**src/rtl/cond_stage.sv**
```systemverilog
// ============================================================================
// cond_stage : condition-check pipeline stage with architectural flags,
//              valid/ready handshake and squashed-instruction counter.
// Revision   : 1.0
// ============================================================================
`default_nettype none

module cond_stage #(
   parameter int width = 32
) (
   input  logic             clk,
   input  logic             reset,
   input  logic             in_valid,
   output logic             in_ready,
   input  logic [width-1:0] Result,
   input  logic [3:0]       ALUFlags,
   input  logic [3:0]       Cond,
   input  logic [1:0]       FlagW,
   input  logic             RegW,
   input  logic             MemW,
   input  logic             PCS,
   output logic             out_valid,
   input  logic             out_ready,
   output logic [width-1:0] OutResult,
   output logic             RegWrite,
   output logic             MemWrite,
   output logic             PCSrc,
   output logic             CondEx,
   output logic [3:0]       Flags,
   output logic [15:0]      SquashCnt
);

   localparam logic [15:0] c_sq_max = 16'hFFFF;

   logic             out_valid_q, out_valid_d;
   logic [width-1:0] result_q, result_d;
   logic             reg_write_q, reg_write_d;
   logic             mem_write_q, mem_write_d;
   logic             pc_src_q, pc_src_d;
   logic             cond_ex_q, cond_ex_d;
   logic [3:0]       flags_q, flags_d;
   logic [15:0]      squash_cnt_q, squash_cnt_d;

   logic w_accept;
   logic w_cond_true;
   logic w_v, w_c, w_n, w_z;

   // Flags layout is {V,C,N,Z}; condition sees the value before this update.
   assign w_v = flags_q[3];
   assign w_c = flags_q[2];
   assign w_n = flags_q[1];
   assign w_z = flags_q[0];

   assign in_ready = ~out_valid_q | out_ready;
   assign w_accept = in_valid & in_ready;

   always_comb begin
      w_cond_true = 1'b0;
      unique case (Cond)
         4'b0000: w_cond_true = w_z;
         4'b0001: w_cond_true = ~w_z;
         4'b0010: w_cond_true = w_c;
         4'b0011: w_cond_true = ~w_c;
         4'b0100: w_cond_true = w_n;
         4'b0101: w_cond_true = ~w_n;
         4'b0110: w_cond_true = w_v;
         4'b0111: w_cond_true = ~w_v;
         4'b1000: w_cond_true = w_c & ~w_z;
         4'b1001: w_cond_true = ~w_c | w_z;
         4'b1010: w_cond_true = (w_n == w_v);
         4'b1011: w_cond_true = (w_n != w_v);
         4'b1100: w_cond_true = ~w_z & (w_n == w_v);
         4'b1101: w_cond_true = w_z | (w_n != w_v);
         4'b1110: w_cond_true = 1'b1;
         default: w_cond_true = 1'b0;
      endcase
   end

   always_comb begin
      out_valid_d  = out_valid_q;
      result_d     = result_q;
      reg_write_d  = reg_write_q;
      mem_write_d  = mem_write_q;
      pc_src_d     = pc_src_q;
      cond_ex_d    = cond_ex_q;
      flags_d      = flags_q;
      squash_cnt_d = squash_cnt_q;

      if (w_accept) begin
         out_valid_d = 1'b1;
         result_d    = Result;
         cond_ex_d   = w_cond_true;
         reg_write_d = RegW & w_cond_true;
         mem_write_d = MemW & w_cond_true;
         pc_src_d    = PCS & w_cond_true;
         if (w_cond_true) begin
            if (FlagW[1]) flags_d[1:0] = ALUFlags[1:0];
            if (FlagW[0]) flags_d[3:2] = ALUFlags[3:2];
         end else if (squash_cnt_q != c_sq_max) begin
            squash_cnt_d = squash_cnt_q + 16'd1;
         end
      end else if (out_valid_q && out_ready) begin
         out_valid_d = 1'b0;
      end
   end

   always_ff @(posedge clk) begin
      if (reset) begin
         out_valid_q  <= 1'b0;
         result_q     <= '0;
         reg_write_q  <= 1'b0;
         mem_write_q  <= 1'b0;
         pc_src_q     <= 1'b0;
         cond_ex_q    <= 1'b0;
         flags_q      <= 4'b0000;
         squash_cnt_q <= 16'd0;
      end else begin
         out_valid_q  <= out_valid_d;
         result_q     <= result_d;
         reg_write_q  <= reg_write_d;
         mem_write_q  <= mem_write_d;
         pc_src_q     <= pc_src_d;
         cond_ex_q    <= cond_ex_d;
         flags_q      <= flags_d;
         squash_cnt_q <= squash_cnt_d;
      end
   end

   assign out_valid = out_valid_q;
   assign OutResult = result_q;
   assign RegWrite  = reg_write_q;
   assign MemWrite  = mem_write_q;
   assign PCSrc     = pc_src_q;
   assign CondEx    = cond_ex_q;
   assign Flags     = flags_q;
   assign SquashCnt = squash_cnt_q;

endmodule

`default_nettype wire

```
**config.mk**
```make
export PLATFORM = sky130hd
export DESIGN_NAME = cond_stage
export DESIGN_NICKNAME = d
export VERILOG_FILES = /design/src/rtl/cond_stage.sv
export SDC_FILE = /design/constraint.sdc
export NUM_CORES = 1
export LEC_CHECK = 0
export BUFFER_PORTS_ARGS = -buffer_cell sky130_fd_sc_hd__buf_2
export CORE_MARGIN = 8
export CORE_UTILIZATION = 48
export DETAILED_ROUTE_END_ITERATION = 6
export HOLD_SLACK_MARGIN = 0.03
export PLACE_DENSITY = 0.8
export SYNTH_ARGS = -nofsm -noshare
export SYNTH_HDL_FRONTEND = slang
export SYNTH_SLANG_ARGS = --single-unit
```
**constraint.sdc**
```tcl
create_clock -name clk -period 2.3 [get_ports clk]
set_input_delay 0.46 -clock clk [delete_from_list [all_inputs] [get_ports clk]]
set_output_delay 0.46 -clock clk [all_outputs]
set_load 0.02 [all_outputs]
```
; Word level (Yosys, flattened, before mapping)
; Cells that the tools add are included.
[classes]
addsub = 1
eq_ne = 17
n_mux = 3
bitwise_logic = 15
n_reduce_logical = 6
[ops]
columns = operator, count
row1 = "4-bit equality test, second input constant", 7
row2 = "16-bit by 1-bit adder with 16-bit output, second input constant", 1
row3 = "4-bit by 3-bit equality test with 1-bit output, second input constant", 4
row4 = "16-bit != test, second input constant", 1
row5 = 1-bit one-hot mux with 15 select lines, 1
row6 = 3-bit AND reduction, 3
row7 = "4-bit by 2-bit equality test with 1-bit output, second input constant", 2
row8 = 1-bit bitwise AND, 6
row9 = 1-bit inverter, 6
row10 = "4-bit by 1-bit equality test with 1-bit output, second input constant", 1
row11 = 4-bit zero test, 1
row12 = 1-bit bitwise OR, 3
row13 = 1-bit 2-to-1 mux, 2
row14 = 2-bit nonzero test, 1
row15 = 1-bit equality test, 1
row16 = 1-bit logical AND, 1
row17 = 1-bit != test, 1
[totals]
ff_bits = 57
in_bits = 49
out_inout_bits = 58
elab_cells = 51

; Longest topological paths before layout
[depth]
depth_word = 5
mapped_depth = 8
mapped_depth_nobuf = 7

; Worst setup path before layout
; OpenSTA, ideal clock, no wires.
[synth_path]
path_kind = input port to flip-flop
start = input port out_ready
end = register squash_cnt_q[9] (netlist: SquashCnt[9])
setup_ps = 123
arrival_time_ps = 1986
t_required_ps = 2177
setup_slack_ps = 190
stages = 6
path_buffers = 0
cell_sequence = nand2b_1 > nand2_1 > nor4_1 > nand4_1 > nor3_1 > mux2_1
[synth_via]
elab_chain_len = 3
[synth_lines]
columns = item, line
row1 = "start, declared", 23  ; input logic out_ready,
row2 = 1-bit bitwise OR, 54  ; assign in_ready = ~out_valid_q | out_ready;
row3 = 1-bit bitwise AND, 55  ; assign w_accept = in_valid & in_ready;
row4 = 3-bit AND reduction (no line), -
row5 = "end signal, assigned", 125  ; squash_cnt_q <= squash_cnt_d;
row6 = "end, declared", 42  ; logic [15:0] squash_cnt_q, squash_cnt_d;
; Every way passes these cells.
; A chain may end at the register's enable or synchronous reset.

; Worst setup path in the final report
[layout_path]
start = register flags_q[1] (netlist: Flags[1])
end = register squash_cnt_q[14] (netlist: SquashCnt[14])
[layout_via]
elab_chain_len = 5
elab_cells_between_ends = 8
classes_between = 2 x eq/ne / 1 x mux / 4 x bitwise / 1 x reduce/logical
[layout_lines]
columns = item, line
row1 = "start, declared", 41  ; logic [3:0] flags_q, flags_d;
row2 = "start signal, assigned", 124  ; flags_q <= flags_d;
row3 = 1-bit != test / 1-bit equality test (equally long branches), -
row4 = 1-bit bitwise OR / 1-bit bitwise AND (equally long branches), "73, 72"
row5 = 1-bit one-hot mux with 15 select lines (*), 59  ; unique case (Cond)
row6 = 1-bit inverter (no line) (*), -
row7 = 3-bit AND reduction (no line) (*), -
; Mark *: on every way between the ends. The rest lies on a longest branch, timed or not.

==> impl_results.md <==
* Outcome: finished clean
* DRT Wirelength at 7.21 mm
* Worst hold endpoint: OutResult[15]
* Hold Crit Depth at 3
* Vias in the first global route at 2,600
* Crit path DAT at 2.39 ns
* Top FF cell, synth: dfxtp_1
* Std cell rows at 26
* Relative slew slack at 64.4%
* Power density over cell area at 675 nW/um^2
* Starting Density at 50.1%
* Commonest non-fill, non-tap cell in the layout: buf_2
* Number of synthesized flops with an enable pin at 0
* Final Worst Setup Slack at 0.169 ns
* Root Driver: clkbuf_8
* Reg2Reg Depth at 7
* CORE AREA at 5140 sq um
* Hpwl dp at 5.46 mm
* Final std cells w/o fill at 512
* Gr usage total at 18.6%
* Required time at the worst-slack endpoint at 2.56 ns
* Clock slew at reported path FFs at 0.06 ns
* Clk_lat worst skew at 0.33 ns
* Type of the worst setup path: reg2reg
* Diodes inserted at 0
* Via count at 2,659
* RSZ-0062 raised after global routing: false
* Worst Tran Pin Value at 0.530 ns
* CTS Hold Bufs at 0
* DP Area at 3240 sq um
* Number of port buffers at 106
* Worst-path fanout max at 11
* Final Hold Fails at 0
* IO Count at 107
* Initial antenna violation count at 0
* Worst VDD drop at 0.000545 V
* Antenna Violating Nets Remaining at 0
* Ys async rst share at 0%
* Fin Setup TNS at 0 ns
* DRC Markers at 0
* Synthesized area at 2580 sq um
* Layout cells sized above 1 at 33.0%
* Commonest non-fill, non-tap cells in the layout: buf_2, nand2_1, dfxtp_1
* Post-synthesis cell type count at 44
* Post-CTS Setup Repair Bufs at 0
* Max Cap Viol at 0
* Drt wl/cell at 14.1 microns
* Worst R2R Start: Flags[1]
* Clock sinks at 57
* 1st-pass router iterations at 4
* Syn_area_per_cell at 7.98 sq um
* Clock skew at 0.00687 ns
* Leak Pwr at 1.57 nW
* Final instance area at 3440 sq um
* Warnings from Yosys at 0
* Critical Path Start Type: flop
* First-pass GRT wire length at 11.8 mm
* Die H at 89.3 microns
* Die Wd at 89.3 microns
* Flop2flop setup slack at 0.17 ns
* Slew Viols, Final at 0
* Fmax at 469 MHz
* Post-synthesis net count at 373
* Sequential-to-total area share from yosys stat at 44.3%
* FF+latch count, synth at 57
* Hold_sp: Result[15]
* Crit path time final at 2.13 ns
* Syn Inst Count at 323
* Hold Crit Class: in2reg
* Setup violators final at 0
* Hold Slack at 0.358 ns
* Gp weighted congestion at 0.914
* Crit end category: flop
* Drt via density at 5.19
* Grt total ovfl at 0
* DIE AREA at 7970 sq um
* Fin nets at 488
* Area Growth Syn to Fin at 33.5%
* CTS tree: done
* Post-place setup slack at -0.0416 ns
* CTS Buffer Depth at 2
* Placed cell count at 497
* Post-CTS Resized at 0
* Cts bufs inserted at 9
* Htree depth at 3
* Initial DRC count at 122
* R2r endpoint: SquashCnt[14]
* Period utilisation layout at 92.7%
* Pin count of the biggest net entering global routing at 36
[kinds of logic after synthesis]
logic type      Yosys count  share of synthesized area (%)
compound gates           69                           15.4
fa+ha+maj                 1                          0.485
mux                       9                           3.64
flops                    57                           44.3
buf+inv                  26                           4.13
xor+xnor                  2                          0.680
simple gates            159                           31.4
[sequential cells by signal, indices dropped and copies added, names as in the netlist]
| register | flops |
|---|---|
| OutResult | 32 |
| SquashCnt | 16 |
| Flags | 4 |
| CondEx | 1 |
| MemWrite | 1 |
| PCSrc | 1 |
| RegWrite | 1 |
| out_valid | 1 |
[layer usage]
layer	vias to the layer above	track usage (%)	part of all wire [%]	wire length [microns]
met4	0	5.59	0.93	67
met5	-	0	0	0
li1	1353	-	-	-
met2	75	33.5	52	3730
met1	1222	19.2	39	2830
met3	9	7.72	8.1	585
[power by group]
group | switching, mW | total (mW) | internal (mW)
Clock | 0.373 | 0.923 | 0.550
Combinational | 0.207 | 0.341 | 0.134
Sequential | 0.0261 | 1.06 | 1.03
[through the flow]
stage / utilization (%) / power (mW)
floorplan: - / 1.28
global placement: 63.1 / 1.41
detailed placement: 63.1 / 1.42
CTS: 66.9 / 2.35
global route: 66.9 / 2.43
finish: 66.9 / 2.32
[how the worst max path moves through the flow]
stage               depth (start not counted)       endpoint         start
floorplan                                   6   SquashCnt[9]     out_ready
global placement                            8  SquashCnt[14]       Cond[2]
detailed placement                          8  SquashCnt[14]       Cond[2]
CTS                                         7  SquashCnt[14]      Flags[1]
global route                                7   SquashCnt[9]  SquashCnt[7]
finish                                      7  SquashCnt[14]      Flags[1]
[Yosys cell counts (2+ instances only)]
master,count,area share [%]
a21oi_1,48,9.3
and3_1,5,1.2
buf_1,5,0.73
buf_4,2,0.58
clkbuf_1,11,1.6
dfxtp_1,57,44
inv_1,7,1.0
mux2_1,2,0.87
mux2i_1,6,2.3
nand2_1,78,11
nand2b_1,14,3.4
nand3_1,7,1.4
nand4_1,9,2.2
nand4_2,2,0.97
nor2_1,9,1.3
nor2b_1,5,1.2
nor3_1,4,0.78
nor4_1,5,1.2
o21ai_0,7,1.4
o221ai_1,2,0.68
o31ai_1,4,1.2
or3_1,8,1.9
or4_1,3,0.87
or4b_1,2,0.78
xor2_1,2,0.68
[final cells by class]
class	count	area [sq um]
flip-flops and latches	57	1140
well taps	70	87.6
fillers	479	1700
inverters	7	26.3
clock inverters	3	40.0
clock buffers	12	155
repair buffers	123	658
multi-input cells	240	1330
[critical path: stages (launching register included)]
cell	delay, ns
dfxtp_2	0.40
xor2_1	0.20
o221ai_1	0.17
o311ai_2	0.23
buf_4	0.22
nand4_2	0.16
or4b_1	0.50
a21oi_1	0.17
No activity file was read; power rests on OpenSTA's default activity.
